[src/rtl/nn_ctrl_pkg.sv]
// Shared control types for the layer datapath: sequencer states, counter width, activation codes.
// No logic; imported by the sequencer, the progress counter and the neuron activation stages.
package nn_ctrl_pkg;

    localparam int COUNTER_W = 32;

    localparam logic ACT_NONE = 1'b0;
    localparam logic ACT_RELU = 1'b1;

    typedef enum logic [2:0] {
        ST_IDLE,
        ST_CLEAR,
        ST_ACCUM,
        ST_DRAIN,
        ST_SETTLE,
        ST_VALID
    } seq_state_t;

endpackage

[src/rtl/progress_counter.sv]
// Progress counter: synchronous clear, increment enable, saturates at END_VAL.
// Latency: value updates one cycle after clr/inc. Backpressure: none, the caller gates inc.
// Async reset clears the count immediately.
module progress_counter
    import nn_ctrl_pkg::*;
#(
    parameter logic [COUNTER_W-1:0] END_VAL = COUNTER_W'(6)
) (
    input  logic                 clk,
    input  logic                 rst,
    input  logic                 clr,
    input  logic                 inc,
    output logic [COUNTER_W-1:0] value
);

    always_ff @(posedge clk or posedge rst) begin
        if (rst) begin
            value <= '0;
        end else if (clr) begin
            value <= '0;
        end else if (inc && (value != END_VAL)) begin
            value <= value + COUNTER_W'(1);
        end
    end

endmodule

[src/rtl/layer_sequencer.sv]
// Layer sequencer: clears accumulators, meters NUM_INPUTS beats, drains the MAC pipe, holds the result.
// Latency: start to out_valid is 1 + NUM_INPUTS + PIPE_LAT + 1 cycles when in_valid stays high.
// Backpressure: in_valid low stalls ACCUM; out_ready low holds VALID with counter frozen.
module layer_sequencer
    import nn_ctrl_pkg::*;
#(
    parameter int NUM_INPUTS  = 784,
    parameter int PIPE_LAT    = 2,
    parameter int COUNTER_END = NUM_INPUTS + PIPE_LAT
) (
    input  logic                 clk,
    input  logic                 rst,
    input  logic                 start,
    input  logic                 act_sel,
    input  logic                 abort,
    input  logic                 in_valid,
    output logic                 in_ready,
    output logic                 acc_clr,
    output logic                 acc_en,
    output logic [COUNTER_W-1:0] counter,
    output logic                 activation_function,
    output logic                 out_valid,
    input  logic                 out_ready,
    output logic                 busy,
    output logic                 done
);

    localparam logic [COUNTER_W-1:0] LAST_BEAT  = COUNTER_W'(NUM_INPUTS - 1);
    localparam logic [COUNTER_W-1:0] DRAIN_LAST = COUNTER_W'(COUNTER_END - 1);
    localparam logic [COUNTER_W-1:0] CEND       = COUNTER_W'(COUNTER_END);

    // Neuron activation stages fire on counter == COUNTER_END, so it must line up with the drain.
    generate
        if ((COUNTER_END != NUM_INPUTS + PIPE_LAT) || (NUM_INPUTS < 1) || (PIPE_LAT < 0)) begin : g_bad_params
            $error("layer_sequencer: COUNTER_END must equal NUM_INPUTS+PIPE_LAT, NUM_INPUTS>=1, PIPE_LAT>=0");
        end
    endgenerate

    seq_state_t state, state_nxt;
    logic       ctr_clr;
    logic       ctr_inc;
    logic       handoff;

    always_ff @(posedge clk or posedge rst) begin
        if (rst) begin
            state <= ST_IDLE;
        end else begin
            state <= state_nxt;
        end
    end

    always_comb begin
        state_nxt = state;
        ctr_clr   = 1'b0;
        ctr_inc   = 1'b0;
        handoff   = 1'b0;
        case (state)
            ST_IDLE: begin
                if (start) state_nxt = ST_CLEAR;
            end
            ST_CLEAR: begin
                state_nxt = ST_ACCUM;
            end
            ST_ACCUM: begin
                if (in_valid) begin
                    ctr_inc = 1'b1;
                    if (counter == LAST_BEAT) begin
                        state_nxt = (PIPE_LAT > 0) ? ST_DRAIN : ST_SETTLE;
                    end
                end
            end
            ST_DRAIN: begin
                ctr_inc = 1'b1;
                if (counter == DRAIN_LAST) state_nxt = ST_SETTLE;
            end
            ST_SETTLE: begin
                state_nxt = ST_VALID;
            end
            ST_VALID: begin
                if (out_ready) begin
                    handoff   = 1'b1;
                    ctr_clr   = 1'b1;
                    state_nxt = ST_IDLE;
                end
            end
            default: begin
                state_nxt = ST_IDLE;
            end
        endcase
        // Abort overrides every other event in the same cycle, including the handoff.
        if (abort) begin
            state_nxt = ST_IDLE;
            ctr_clr   = 1'b1;
            ctr_inc   = 1'b0;
            handoff   = 1'b0;
        end
    end

    always_ff @(posedge clk or posedge rst) begin
        if (rst) begin
            activation_function <= ACT_NONE;
            done                <= 1'b0;
        end else begin
            done <= handoff;
            if ((state == ST_IDLE) && start && !abort) begin
                activation_function <= act_sel;
            end
        end
    end

    progress_counter #(
        .END_VAL (CEND)
    ) u_progress_counter (
        .clk   (clk),
        .rst   (rst),
        .clr   (ctr_clr),
        .inc   (ctr_inc),
        .value (counter)
    );

    assign in_ready  = (state == ST_ACCUM);
    assign acc_en    = in_valid && in_ready;
    assign acc_clr   = (state == ST_CLEAR);
    assign out_valid = (state == ST_VALID);
    assign busy      = (state != ST_IDLE);

endmodule

[config.mk]
export PLATFORM = sky130hd
export DESIGN_NAME = layer_sequencer
export DESIGN_NICKNAME = d
export VERILOG_FILES = /design/src/rtl/nn_ctrl_pkg.sv /design/src/rtl/progress_counter.sv /design/src/rtl/layer_sequencer.sv
export SDC_FILE = /design/constraint.sdc
export NUM_CORES = 1
export LEC_CHECK = 0
export CAP_MARGIN = 10
export CORE_MARGIN = 2
export CORE_UTILIZATION = 38
export CTS_CLUSTER_DIAMETER = 40
export DETAILED_ROUTE_END_ITERATION = 10
export GPL_TIMING_DRIVEN = 0
export PLACE_DENSITY = 0.74
export SYNTH_ARGS = -nofsm -noshare
export SYNTH_HDL_FRONTEND = slang
export SYNTH_SLANG_ARGS = --single-unit
export TNS_END_PERCENT = 30
[constraint.sdc]
create_clock -name clk -period 2.7 [get_ports clk]
set_input_delay 0.405 -clock clk [delete_from_list [all_inputs] [get_ports clk]]
set_output_delay 0.405 -clock clk [all_outputs]
set_load 0.1 [all_outputs]
Yosys cells after proc, flatten, opt, wreduce, memory -nomap -nowiden:

Index checks and enable logic that the tools add are counted.

* logic and storage cells: 43
* bits in read-only memories: 0
* bits in registers: 37
* bits in writable memories: 0
* memories kept: 0
* bits in latches: 0
* output and inout bits: 39

* shift-type cells: 0
* multiplexer cells: 16
* $lt $le $gt $ge: 0
* reductions and logical operators: 9
* multipliers: 0
* bitwise logic cells: 0
* div/mod/pow operators: 0
* $add $sub $neg: 1
* eq/ne operators: 13

Operator list (number)
* 32-bit by 10-bit == test with 1-bit output, second input constant: 2
* 32-bit 2-to-1 mux: 2
* 32-bit by 1-bit adder with 32-bit output, second input constant: 1
* 32-bit by 10-bit inequality test with 1-bit output, second input constant: 1
* 3-bit 2-to-1 mux: 6
* 3-bit case mux with 6 select lines: 1
* 3-bit inequality test, second input constant: 3
* 3-bit by 2-bit == test with 1-bit output, second input constant: 2
* 3-bit == test, second input constant: 2
* 1-bit 2-to-1 mux: 6
* 3-bit by 2-bit inequality test with 1-bit output, second input constant: 2
* 5-bit AND reduction: 1
* 1-bit logical AND: 4
* 3-bit by 1-bit == test with 1-bit output, second input constant: 1
* 3-bit zero test: 1
* 3-bit nonzero test: 1
* 1-bit case mux with 2 select lines: 1
* 2-bit nonzero test: 1
* 1-bit zero test: 1

Depth between registers and ports, before layout:

Gate-level depths: netlist (run 1).

* depth after elaboration: 6
* gate-level depth with buffers: 8
* gate-level depth less buffers: 6

Hierarchy:

A second synthesis (run 1) with hierarchy kept.

* cells, all modules: 246
* area total of the unflattened synthesis: 2267.2 um^2

Modules (own cells, without submodules)
* progress_counter: sequential area each 800.8 um^2, area an instance 1813.0 um^2, instances 1, cells each 194
* layer_sequencer: sequential area each 125.1 um^2, area an instance 454.2 um^2, instances 1, cells each 52

Worst setup path before layout (run 1):

Ideal clock, no wire load.

* path kind: register to output
* start point: register state[2]
* end point: output port acc_en
* slack: -635 ps
* cell stages (with the launch flop): 6
* arrival time: 2930 ps
* path through: dfrtp_1 buf_6 nand2b_4 buf_6 nor2_1 and2_1

* longest elaborated chain between the ends: 2

RTL lines
* from (decl): line layer_sequencer.sv:39 `seq_state_t state, state_nxt;`
* from (signal assigned): line layer_sequencer.sv:48 `state <= state_nxt;`
* 3-bit by 2-bit == test with 1-bit output: line layer_sequencer.sv:121 `assign in_ready = (state == ST_ACCUM);`
* via in_ready: line layer_sequencer.sv:17 `output logic in_ready,`
* 1-bit logical AND: line layer_sequencer.sv:122 `assign acc_en = in_valid && in_ready;`
* to (decl): line layer_sequencer.sv:19 `output logic acc_en,`

The timed path passes the listed nets, and every way through them passes these cells.

Worst setup path in the final report (run 1):

* start point: register state[0]
* end point: output port out_valid

* longest elaborated chain between the ends: 1

RTL lines
* 3-bit == test: line layer_sequencer.sv:124 `assign out_valid = (state == ST_VALID);`
* to (decl): line layer_sequencer.sv:22 `output logic out_valid,`

No other way between the ends.

==> out/summary.txt, run 1 <==
status: finished clean
ys async rst share: 1.000
Synth Cell Area: 2102 um^2
final period utilization: 0.9451
die height: 78.38 um
CP startpoint kind: flop
vias per cell: 5.520
Vias: 1,932
Post-DRT Antenna Nets: 0
H-tree depth: 2
fin crit period: 2.552 ns
total of max-cap violations: 0
placer's final routability congestion estimate: 0.8862
Num Clock Sinks: 37
Die X: 78.38 um
main combinational cell family by area after synthesis: simple AND/OR/NAND/NOR gates
Remaining Overflow, GRT: 0
drt initial violations: 85
maximum VDD drop: 0.3887 mV
# DRC: 0
post-synthesis xor/xnor area fraction: 0.06667
WS Path Type: flop to output port
post-synthesis sequential area ratio: 0.4405
crit path max fanout: 10
Syn Area/Cell: 9.301 um^2
Port Buffers: 45
Gate power share: 0.277
Post-CTS Setup Bufs: 0
Sw Share: 0.3676
final setup fails: 0
Core Util, Final: 0.5020
Clk pwr share: 0.288
RSZ-0062 raised after global routing: no
Synth Area in Adders: 0.01786
prevailing post-synth register cell: dfrtp_1
# IOs: 46
HP Class: flop to flop
Slew @ Worst Pin: 0.9741 ns
ratio of cells with drive above 1 in the final layout: 0.08993
EDFF count, synth: 0
initial antenna violation count: 0
CTS Hold Bufs: 0
Worst EP arrival: 2.15 ns
Placeable Area: 5439 um^2
Fmax achieved: 0.3919 GHz
Worst-Skew Late Latency: 0.29 ns
sequential share of power: 0.435
fin nets: 288
Synth Area in Compound Gates: 0.1095
vias in the first global route: 1,917
mux contribution to synthesized area: 0.005357
syn nets: 236
Fin. Hold Viols: 0
ANT cells: 0
#FFs+latches synth: 37
Synth area leader: dfrtp_1
Avg WL per Cell: 15.10 um
area share of and/or/nand/nor cells after synthesis: 0.3155
worst clock skew: 0.003977 ns
Slew Viols, Final: 0
die area: 6143 um^2
dpl cells: 343
CTS tree: done
sw power: 0.5052 mW
Layout area overhead: 29.88%
Leak: 1.112 nW
Crit. End Element: output port
Placement Cell Area: 2646 um^2
non-filler cells, final: 350
Power Total: 1.374 mW
WL final: 5285 um
CTS buffer count: 5
Fin Setup TNS: 0 ns
Reg clk slew, reported paths: 0.07 ns
dpl hpwl: 3770 um
cell row count: 27
synth warn: 0
post-synth cell types: 40
total track usage: 0.1892
cells after synthesis: 226
Rel. slew slack: 0.3486
area share of the largest cell type after synthesis: 0.4405
global-route wire length before repair: 9204 um
Final Cell Area: 2730 um^2
Initial Utilization: 0.3865
pin count of the biggest net entering global routing: 38
P per Cell Area: 503.4 nW/um^2
root buf cell: clkbuf_8
clock buffer depth: 2
Synth area leaders: dfrtp_1 (44%), xor2_1 (5.8%), nor2_1 (4.8%)
CP required: 2.30 ns
Int Power: 0.8691 mW
DRT Pass-1 Iters: 4
-- final timing paths --
kind	startpoint	cells past startpoint	end	slack [ns]
max	state[0]	3	out_valid	0.15
min	activation_function	1	activation_function	0.51
max reg2reg	u_progress_counter.value[17]	5	u_progress_counter.value[2]	0.51
min reg2reg	activation_function	1	activation_function	0.51
max in group asynchronous	rst	2	u_progress_counter.value[2]	1.63
min in group asynchronous	rst	2	u_progress_counter.value[17]	0.58
-- state kept, by name, indices dropped and copies added, names as in the netlist --
register and count:
activation_function 1, state 3, u_progress_counter.value 32, done 1
-- worst max-delay path, stage by stage (launching register included) --
cell           delay (ns)
dfrtp_1              0.43
clkbuf_1             0.35
and3_1               0.23
dlygate4sd2_1        0.85
-- cell usage in the layout (no fill, tap or decap), types with 7 or more instances in the layout --
cell type / synthesis / final
clkdlybuf4s50_1: 0 / 40
dfrtp_1: 37 / 37
nor2_1: 27 / 26
a21oi_1: 17 / 17
nand4_1: 16 / 16
xor2_1: 14 / 14
nand2_1: 11 / 11
nand3_1: 10 / 10
nor4_1: 10 / 10
o21ai_0: 8 / 8
or3_1: 8 / 8
inv_1: 8 / 7
o31ai_1: 7 / 7
-- logic make-up (layout without fill, tap and decap cells) --
| logic type | after synthesis | after routing |
|---|---|---|
| and+or+nand+nor | 113 | 113 |
| AOI/OAI and AO/OA | 38 | 38 |
| DFF | 37 | 37 |
| buffers and inverters | 18 | 70 |
| xor gates and xnor gates | 16 | 16 |
| adders and majority gates | 3 | 3 |
| muxes | 1 | 1 |
-- through the flow --
step	hold WS (ns)	setup slack, ns
after global routing	0.5415	0.05891
after detailed placement	0.4943	0.09742
after floorplan	0.4714	0.09998
after CTS	0.5100	0.02764
after global placement	0.4893	0.1226
final	0.5119	0.1481
-- layout make-up --
class	instances	area [um^2]
buffer	10	63.81
clock buffer	7	86.33
fill	527	2709
inverter	8	30.03
multi-input combinational	171	1086
sequential	37	925.9
tap	72	90.09
timing repair buffer	45	447.9
-- metal layers --
| layer | vias to the layer above | part of all wire | track usage |
|---|---|---|---|
| met5 | - | 0 | 0 |
| met4 | 0 | 0.012 | 0.05965 |
| met3 | 6 | 0.045 | 0.04138 |
| met2 | 55 | 0.48 | 0.3069 |
| met1 | 934 | 0.46 | 0.2529 |
| li1 | 937 | - | - |
-- power groups by stage --
stage | Combinational (mW) | Clock [mW] | Sequential (mW)
after floorplan | 0.223 | 0 | 0.686
after global placement | 0.387 | 0 | 0.607
after detailed placement | 0.390 | 0 | 0.608
after CTS | 0.384 | 0.402 | 0.597
after global routing | 0.402 | 0.430 | 0.602
final | 0.381 | 0.396 | 0.598
-- repair_timing --
item / CTS / global route
gates cloned: 0 / 0
endpoints found under the setup margin: 4 / 1
gates resized for setup: 4 / 1
pin swaps: 0 / 0
-- synth_stat cells, types with 5 or more instances --
library cell	instances
and3_1	5
o31ai_1	7
nand2_1	11
inv_1	8
xor2_1	14
nand4_1	16
nand3_1	10
nor4_1	10
nor2_1	27
or4_1	5
o21ai_0	8
dfrtp_1	37
or3_1	8
a21oi_1	17
No activity file was read; power rests on OpenSTA's default activity.
==> run 2, diff against run 1 <==
--- a/config.mk
+++ b/config.mk
@@ -5,13 +5,14 @@
 export SDC_FILE = /design/constraint.sdc
 export NUM_CORES = 1
 export LEC_CHECK = 0
-export CAP_MARGIN = 10
+export CAP_MARGIN = 15
 export CORE_MARGIN = 2
 export CORE_UTILIZATION = 38
 export CTS_CLUSTER_DIAMETER = 40
 export DETAILED_ROUTE_END_ITERATION = 10
 export GPL_TIMING_DRIVEN = 0
 export PLACE_DENSITY = 0.74
+export SLEW_MARGIN = 15
 export SYNTH_ARGS = -nofsm -noshare
 export SYNTH_HDL_FRONTEND = slang
 export SYNTH_SLANG_ARGS = --single-unit
==> out/summary.txt, run 2 (synthesis gave the netlist of run 1 again) <==
pin count of the biggest net entering global routing: 27
Avg WL per Cell: 15.15 um
Slew @ Worst Pin: 0.9757 ns
Placeable Area: 5439 um^2
Final Cell Area: 2750 um^2
Fmax achieved: 0.3918 GHz
Worst R2R Start: u_progress_counter.value[0]
ratio of cells with drive above 1 in the final layout: 0.09319
Layout area overhead: 30.83%
worst path cell trace: buf_6 > nand2b_4 > buf_6 > nor2_2 > and2_2 > dlygate4sd2_1
# DRC: 0
root buf cell: clkbuf_8
total track usage: 0.1852
fin crit period: 2.553 ns
Worst Setup SP: state[2]
Slew Viols, Final: 0
Remaining Overflow, GRT: 0
Critical Path End: acc_en
FF-to-FF setup slack: 0.54 ns
ANT cells: 0
Power Total: 1.378 mW
Leak: 1.121 nW
Initial Utilization: 0.3865
Placement Cell Area: 2666 um^2
slowest CP cell: dlygate4sd2_1
Setup WS pre-CTS: 0.1044 ns
Die X: 78.38 um
most frequent cells in the layout: clkdlybuf4s50_1 (40), dfrtp_1 (37), nor2_1 (26), a21oi_1 (17), nand4_1 (16)
CP Depth: 6
maximum VDD drop: 0.3814 mV
dpl cells: 344
global-route wire length before repair: 9018 um
vias in the first global route: 1,879
initial antenna violation count: 0
RSZ-0062 raised after global routing: no
Worst-Skew Late Latency: 0.29 ns
final period utilization: 0.9454
Worst EP arrival: 2.15 ns
Core Util, Final: 0.5056
non-filler cells, final: 351
Rel. slew slack: 0.3475
Crit. End Element: output port
dpl hpwl: 3840 um
Post-CTS Setup Bufs: 0
Biggest register: u_progress_counter.value
Gate power share: 0.280
crit path max fanout: 9
H-tree depth: 2
final setup fails: 0
depth of the most critical reg-to-reg path: 6
clock buffer depth: 2
most common cell after layout, fill and taps aside: clkdlybuf4s50_1
vias per cell: 5.524
critical path's most frequent cell: buf_6
fin nets: 289
filler cell count: 510
sw power: 0.5062 mW
CP startpoint kind: flop
Fin Setup TNS: 0 ns
DRT Pass-1 Iters: 4
WP buf/inv: 3
biggest regs: u_progress_counter.value: 32 flops, state: 3 flops
CTS buffer count: 5
Hold WS: 0.3797 ns
Sw Share: 0.3673
Vias: 1,939
Port Buffers: 45
Reg clk slew, reported paths: 0.07 ns
Clk pwr share: 0.286
Num Clock Sinks: 37
sequential share of power: 0.434
worst clock skew: 0.004796 ns
# IOs: 46
number of flip-flops in the largest register: 32
total of max-cap violations: 0
WL final: 5318 um
slowest stage delay, CP: 0.85 ns
drt initial violations: 85
Post-DRT Antenna Nets: 0
CTS tree: done
cell row count: 27
die area: 6143 um^2
Fin. Hold Viols: 0
status: finished clean
setup ws final: 0.1474 ns
CP required: 2.30 ns
placer's final routability congestion estimate: 0.8862
Int Power: 0.8720 mW
HP Class: input pin to async pin
r2r endpoint: u_progress_counter.value[28]
die height: 78.38 um
delay-heaviest family, CP: buffers and inverters
P per Cell Area: 501.1 nW/um^2
WS Path Type: flop to output port
-- run 2: cell count changes in the layout (fill, tap and decap cells not counted) --
cell | before | now
buf_12 | 0 | 1
-- run 2: how the worst min path moves through the flow --
stage	startpoint	endpoint	slack [ns]	depth (start not counted)
after floorplan	abort	done	0.47	1
after global placement	activation_function	activation_function	0.49	1
after detailed placement	activation_function	activation_function	0.49	1
after CTS	rst	u_progress_counter.value[5]	0.39	2
after global routing	rst	u_progress_counter.value[5]	0.41	2
final	rst	state[2]	0.38	2
-- run 2: repair_timing --
item | CTS | global route
hold endpoints to repair | 0 | 0
hold buffers | 0 | 0
resized for setup | 4 | 1
cloned | 0 | 0
pin swaps | 0 | 0
setup endpoints to repair | 4 | 1
-- run 2: cell type report --
class / instances / area (um^2) / area share
tap: 72 / 90.09 / 0.03276
multi-input combinational: 171 / 1086 / 0.3949
timing repair buffer: 46 / 467.9 / 0.1702
inverter: 8 / 30.03 / 0.01092
buffer: 10 / 63.81 / 0.02320
clock buffer: 7 / 86.33 / 0.03139
sequential: 37 / 925.9 / 0.3367
-- run 2: per-layer routing --
metal  GRT usage  vias up  share of wire  wire, um
met2      0.3026       53           0.49      2592
li1            -      945              -         -
met1      0.2474      935           0.45      2391
met3     0.04483        6          0.053       284
met5           0        -              0         0
met4     0.04737        0         0.0094        50
-- run 2: power groups by stage --
stage | logic [mW] | clock network, mW | registers [mW]
after floorplan | 0.223 | 0 | 0.686
after global placement | 0.387 | 0 | 0.607
after detailed placement | 0.395 | 0 | 0.608
after CTS | 0.389 | 0.398 | 0.597
after global routing | 0.405 | 0.424 | 0.602
final | 0.386 | 0.395 | 0.598
==> run 3, diff against run 2 <==
--- a/config.mk
+++ b/config.mk
@@ -6,12 +6,14 @@
 export NUM_CORES = 1
 export LEC_CHECK = 0
 export CAP_MARGIN = 15
+export CELL_PAD_IN_SITES_DETAIL_PLACEMENT = 0
+export CELL_PAD_IN_SITES_GLOBAL_PLACEMENT = 1
 export CORE_MARGIN = 2
 export CORE_UTILIZATION = 38
 export CTS_CLUSTER_DIAMETER = 40
 export DETAILED_ROUTE_END_ITERATION = 10
 export GPL_TIMING_DRIVEN = 0
-export PLACE_DENSITY = 0.74
+export PLACE_DENSITY = 0.9
 export SLEW_MARGIN = 15
 export SYNTH_ARGS = -nofsm -noshare
 export SYNTH_HDL_FRONTEND = slang
==> out/summary.txt, run 3 (synthesis gave the netlist of run 1 again) <==
Placeable Area: 5439 um^2
Slew Viols, Final: 0
total of max-cap violations: 0
FF-to-FF setup slack: 0.50 ns
final setup fails: 0
Num Clock Sinks: 37
Layout area overhead: 31.55%
placer's final routability congestion estimate: 0.8035
non-filler cells, final: 351
Leak: 1.120 nW
die area: 6143 um^2
dpl hpwl: 3754 um
vias in the first global route: 1,785
HP Class: input pin to async pin
root buf cell: clkbuf_8
maximum VDD drop: 0.3176 mV
routed length on met2: 2495 um
most frequent cells in the layout: clkdlybuf4s50_1 (41), dfrtp_1 (37), nor2_1 (26), a21oi_1 (17), nand4_1 (16)
Reg clk slew, reported paths: 0.08 ns
vias per cell: 5.632
drt initial violations: 137
WS Path Type: flop to output port
Hold WS: 0.3734 ns
CTS tree: done
Die X: 78.38 um
Post-CTS Setup Bufs: 0
initial antenna violation count: 0
Initial Utilization: 0.3865
CTS Hold Bufs: 0
WL final: 5351 um
status: finished clean
Worst R2R Start: u_progress_counter.value[17]
CP startpoint kind: flop
biggest regs: u_progress_counter.value: 32 flops, state: 3 flops
Worst Setup SP: state[2]
Crit. End Element: output port
fin crit period: 2.651 ns
worst clock skew: 0.01113 ns
Slew @ Worst Pin: 0.9774 ns
most common cell after layout, fill and taps aside: clkdlybuf4s50_1
RSZ-0062 raised after global routing: no
total track usage: 0.1799
Avg WL per Cell: 15.25 um
# DRC: 0
Worst-Skew Late Latency: 0.29 ns
fin nets: 289
Port Buffers: 45
Post-DRT Antenna Nets: 0
crit path max fanout: 9
Top Layer Used: met4
ratio of cells with drive above 1 in the final layout: 0.09677
Biggest register: u_progress_counter.value
Worst EP arrival: 2.25 ns
final period utilization: 0.9818
Vias: 1,977
Setup WS pre-CTS: 0.1315 ns
ANT cells: 0
# IOs: 46
Remaining Overflow, GRT: 0
Fin Setup TNS: 0 ns
CP required: 2.30 ns
DRT Pass-1 Iters: 4
H-tree depth: 2
Fin. Hold Viols: 0
global-route wire length before repair: 8763 um
Fmax achieved: 0.3772 GHz
number of flip-flops in the largest register: 32
CTS buffer count: 5
DRT met1 WL: 2466 um
pin count of the biggest net entering global routing: 26
P per Cell Area: 525.4 nW/um^2
die height: 78.38 um
Rel. slew slack: 0.3464
cell row count: 27
setup ws final: 0.04903 ns
clock buffer depth: 2
met3 wire length: 327 um
filler cell count: 504
dpl cells: 344
-- run 3: timing repair --
| item | 4_1_cts | 5_1_grt |
|---|---|---|
| endpoints found under the hold margin | 0 | 0 |
| endpoints found under the setup margin | 4 | 0 |
| resized for setup | 4 | 0 |
-- run 3: stage by stage --
| stage | total power, mW | cell area, um^2 | utilization |
|---|---|---|---|
| 4_1_cts | 1.460 | 2765 | 0.5084 |
| 3_3_place_gp | 0.9950 | 2646 | 0.4865 |
| 5_1_grt | 1.502 | 2765 | 0.5084 |
| 6_report | 1.453 | 2765 | 0.5084 |
| 2_1_floorplan | 0.9093 | 2106 | - |
| 3_5_place_dp | 1.002 | 2666 | 0.4902 |
-- run 3: path summary, 6_finish.rpt --
path | to | cells after the start
setup / recovery | busy | 3
hold / removal | u_progress_counter.value[25] | 2
setup reg to reg | u_progress_counter.value[0] | 5
hold reg to reg | activation_function | 1
max in group asynchronous | u_progress_counter.value[13] | 3
min in group clk | activation_function | 1
-- run 3: critical path: stages, from the launching register on --
cell	delay, ns
dfrtp_1	0.37
buf_6	0.13
or3_2	0.48
clkdlybuf4s50_1	0.98
-- run 3: layout make-up --
| cell class | instances | area (um^2) | area share |
|---|---|---|---|
| flip-flops and latches | 37 | 925.9 | 0.3348 |
| clock buffers | 5 | 68.82 | 0.02489 |
| clock inverters | 2 | 35.03 | 0.01267 |
| repair buffers | 46 | 465.4 | 0.1683 |
| multi-input cells | 171 | 1086 | 0.3928 |
| inverters | 8 | 30.03 | 0.01086 |
| plain buffers | 10 | 63.81 | 0.02308 |
| well taps | 72 | 90.09 | 0.03258 |
-- run 3: power breakdown --
part	internal (mW)	switching, mW
clock	0.269	0.201
sequential	0.572	0.0253
combinational	0.0973	0.289
-- run 3: routing by layer --
metal	track usage	vias to the layer above
met3	0.04138	9
met1	0.2483	959
met4	0.04561	0
li1	-	942
met2	0.2871	67
met5	0	-
